[config.mk]
export PLATFORM = sky130hd
export DESIGN_NAME = filtb
export DESIGN_NICKNAME = d
export VERILOG_FILES = /design/src/rtl/adpcm_pkg.sv /design/src/rtl/filtb_core.sv /design/src/rtl/filtb.sv
export SDC_FILE = /design/constraint.sdc
export NUM_CORES = 1
export LEC_CHECK = 0
export ABC_AREA = 1
export BUFFER_PORTS_ARGS = -buffer_cell sky130_fd_sc_hd__buf_4
export CAP_MARGIN = 20
export CORE_MARGIN = 2
export CORE_UTILIZATION = 30
export CTS_CLUSTER_SIZE = 25
export DETAILED_ROUTE_END_ITERATION = 12
export SETUP_SLACK_MARGIN = 0.1
export SLEW_MARGIN = 20
export SYNTH_ARGS = -nofsm -noshare
export SYNTH_HDL_FRONTEND = slang
export SYNTH_SLANG_ARGS = --single-unit
[constraint.sdc]
create_clock -name clk -period 2.8 [get_ports clk]
set_clock_uncertainty 0.05 [all_clocks]
set_input_delay 0.14 -clock clk [delete_from_list [all_inputs] [get_ports clk]]
set_output_delay 0.14 -clock clk [all_outputs]
set_load 0.01 [all_outputs]
[src/rtl/adpcm_pkg.sv]
// Shared ADPCM codec widths and constants for the speed-control filters.
package adpcm_pkg;

  localparam int WFI       = 3;   // F(I) weighting width
  localparam int WDML      = 14;  // long-term average width
  localparam int WDIF      = 15;  // difference width, MSB is the sign
  localparam int SHIFT_FI  = 11;  // FI is aligned to DML's scale
  localparam int SHIFT_DIF = 7;   // 2^-7 adaptation gain

  // Sign-extension pattern for the shifted 8-bit difference
  localparam logic [WDML-1:0] SGNX = 14'h3F00;

  typedef logic [WFI-1:0]  fi_t;
  typedef logic [WDML-1:0] dml_t;
  typedef logic [WDIF-1:0] dif_t;

endpackage

[src/rtl/filtb_core.sv]
// Combinational FILTB datapath: FI, DML -> DML + ((FI<<11) - DML) * 2^-7.
module filtb_core
  import adpcm_pkg::*;
(
  input  logic [WFI-1:0]  fi,
  input  logic [WDML-1:0] dml,
  output logic [WDML-1:0] dmlp_next
);

  dml_t fis;
  dif_t dif;
  logic difs;
  dml_t difsx;

  // Scaled difference, arithmetic shift by 7, and modular accumulate
  always_comb begin
    fis       = dml_t'(fi) << SHIFT_FI;
    // 15-bit subtraction wraps exactly like (FIS + 32768 - DML) mod 32768
    dif       = {1'b0, fis} - {1'b0, dml};
    difs      = dif[WDIF-1];
    difsx     = dml_t'(dif >> SHIFT_DIF);
    if (difs) difsx = difsx | SGNX;
    // Carry out of the 14-bit add is dropped on purpose
    dmlp_next = difsx + dml;
  end

endmodule

[src/rtl/filtb.sv]
// FILTB adaptation-speed filter: combinational core plus one output register.
module filtb
  import adpcm_pkg::*;
(
  input  logic            clk,
  input  logic            reset,
  input  logic [WFI-1:0]  FI,
  input  logic [WDML-1:0] DML,
  output logic [WDML-1:0] DMLP
);

  dml_t dmlp_d;
  dml_t dmlp_q;

  filtb_core u_core (
    .fi        (FI),
    .dml       (DML),
    .dmlp_next (dmlp_d)
  );

  // Output register; reset overrides the update
  always_ff @(posedge clk) begin
    if (reset) dmlp_q <= '0;
    else       dmlp_q <= dmlp_d;
  end

  assign DMLP = dmlp_q;

endmodule

==> results.cfg <==
[run_status]
status = complete, no violations

[yosys]
seq_area_frac_synth = 0.2090
synth_cells = 216
synth-main-ff-cell = dfxtp_1
synth_most_common_cell = nand2_1
synth_top_area_frac = 0.2090
synth_area_leader_cell = dfxtp_1
netlist_area_sq_mm = 0.001341
ys_ff_latch = 14
synthTopCellsByCount = nand2_1, nor2_1, inv_1, ha_1, a21oi_1
ys_types = 26
synth_async_sr_flop_share = 0
mappedNetlistNets = 253
yosysWarnings = 0
synth_area_per_cell_sq_um = 6.210
yosys-top-cells-area = dfxtp_1, nand2_1, ha_1, nor2_1, inv_1
synth_edf_count = 0

[floorplan]
coreArea_sq_mm = 0.004324
fp.dieH_um = 70.87
initial_utilization = 0.3102
dieArea_sq_mm = 0.005022
io_pins = 33
rows = 24
die_w_um = 70.87

[setup_path]
cpMostUsedCell = nand2_1
cp.required_ns = 2.89
path_class = in2reg
worstPathArrival_ns = 2.27
cp-start-kind = input port
path_max_fanout = 6
cp.depth = 19
cp-end-kind = flop
critPathSlowestCell = ha_1
cp_num_buf_inv = 4
crit_start = DML[11]
crit_family = simple AND/OR/NAND/NOR gates
worstPathCellList = buf_4 -> inv_1 -> ha_1 -> inv_1 -> nor2_1 -> nand2_1 -> nor2_1 -> nand2_1 -> nand2_1 -> inv_1 -> ha_1 -> nand2_1 -> nor2_1 -> and2_1 -> nand2_1 -> nand2_1 -> nand2_1 -> nand2_1 -> nor2_1
slowest_delay_ns = 0.39

[clock_network]
numClockSinks = 14
cts_made_buffers = 3
post-cts-setup-buffer-count = 0
clock_path_buffers = 2
cts.clk_slew.worst_paths_ns = 0.05
cts_resized = 0
cts_tree = built
postCtsHoldBufs = 0
ctsRootBufferMaster = clkbuf_8
h-tree-depth = 1

[sta]
hold_viol = 0
fin_ws_ns = 0.6214
period_minus_slack_ns = 2.179
finalSetupViolCount = 0
rsz0062_at_grt = false
setup_tns_ns = 0
drv_slew = 0
worstMarginPinSlew_ns = 0.3060
maxSlewHeadroom = 0.7957
fmax_mhz = 459.0
period_share = 0.7781

[route]
ant_nets = 0
drt_pre_antenna_iters = 4
via_per_inst = 4.462
wl_um = 3063
drc = 0
wl_per_cell_um = 10.11
vias = 1352
drt_iter0_drc = 28

[global_route]
grt-ovfl-total = 0
grt_pass1_wl_um = 5671
grt_antenna_before_repair = 0
grt.total_usage = 0.1362
grt_max_degree = 12
grt_pass1_vias = 1342

[placed_design]
dpl.hpwl_um = 2653
placed_cell_area_sq_mm = 0.001643
dp.cells = 299
gp_congestion = 0.9029
dp_slack_ns = 0.3826
io_buffers = 32

[run]
drv.max_cap_violation_count = 0

[min_path]
hold_start = reset
holdPathStages = 2
worstHoldPathType = in2reg

[cells_and_area]
syn2layout_area_growth_pct = 26.59
drive_gt1_frac = 0.1713
fill_cells = 492
final_area_sq_mm = 0.001698
stdcell_count = 303
largest_reg_flops = 14
final_nets = 289
post-route-util = 0.3927
antennaDiodeCount = 0

[power_and_ir_drop]
powerDensity_mw_per_mm2 = 456.5
peakVddDrop_mv = 0.1478
p_leak_nw = 0.9132
==> report_power, final <==
part           internal (mW)  switching, mW
sequential             0.230        0.00732
clock                  0.125         0.0681
combinational          0.146          0.200
==> layer usage <==
metal  part of all wire  global-route usage
met3              0.051             0.01425
met2               0.42              0.2129
met5                  0                   0
met4              0.030             0.07128
met1               0.50              0.1851
==> cell usage in the layout, fill, tap and decap left out <==
master | Yosys | routed
a21boi_0 | 1 | 1
a21o_1 | 1 | 1
a21oi_1 | 15 | 15
and2_1 | 2 | 2
buf_4 | 0 | 32
clkbuf_8 | 0 | 4
dfxtp_1 | 14 | 14
fa_1 | 1 | 1
ha_1 | 17 | 17
inv_1 | 26 | 26
inv_2 | 1 | 1
nand2_1 | 61 | 61
nand2_2 | 1 | 1
nand3_1 | 10 | 10
nand3b_1 | 2 | 2
nand3b_2 | 1 | 1
nand4_1 | 1 | 1
nor2_1 | 39 | 39
nor2_2 | 1 | 1
nor2_4 | 1 | 1
nor3_1 | 3 | 3
nor3_4 | 1 | 1
nor3b_1 | 1 | 1
o21ai_0 | 8 | 8
o21ai_2 | 1 | 1
o21bai_1 | 1 | 1
xor2_1 | 5 | 5
==> area by class of cell <==
| cell class | count | area [sq um] | share of cell area |
|---|---|---|---|
| flip-flops and latches | 14 | 280.3 | 0.1651 |
| inverters | 27 | 101.3 | 0.05969 |
| multi-input cells | 174 | 955.9 | 0.5630 |
| well taps | 52 | 65.06 | 0.03832 |
| repair buffers | 32 | 240.2 | 0.1415 |
| clock buffers | 4 | 55.05 | 0.03242 |
==> cells by family (layout without fill, tap and decap cells) <==
| logic type | Yosys count | after routing | synth area share |
|---|---|---|---|
| xor+xnor | 5 | 5 | 0.03265 |
| fa+ha+maj | 18 | 18 | 0.1735 |
| simple gates | 124 | 124 | 0.3974 |
| buf+inv | 28 | 63 | 0.07835 |
| flops | 14 | 14 | 0.2090 |
| compound gates | 27 | 27 | 0.1091 |
==> per-stage QoR <==
| stage | hold slack, ns | power, mW |
|---|---|---|
| floorplan | 0.1567 | 0.4658 |
| global placement | 0.2882 | 0.5858 |
| detailed placement | 0.2879 | 0.5879 |
| CTS | 0.02901 | 0.7838 |
| global route | 0.04115 | 0.8478 |
| finish | 0.02995 | 0.7750 |
==> worst paths after layout <==
kind / endpoint
max: DMLP[13]
min: DMLP[1]
Power figures use the tool's default switching activity.
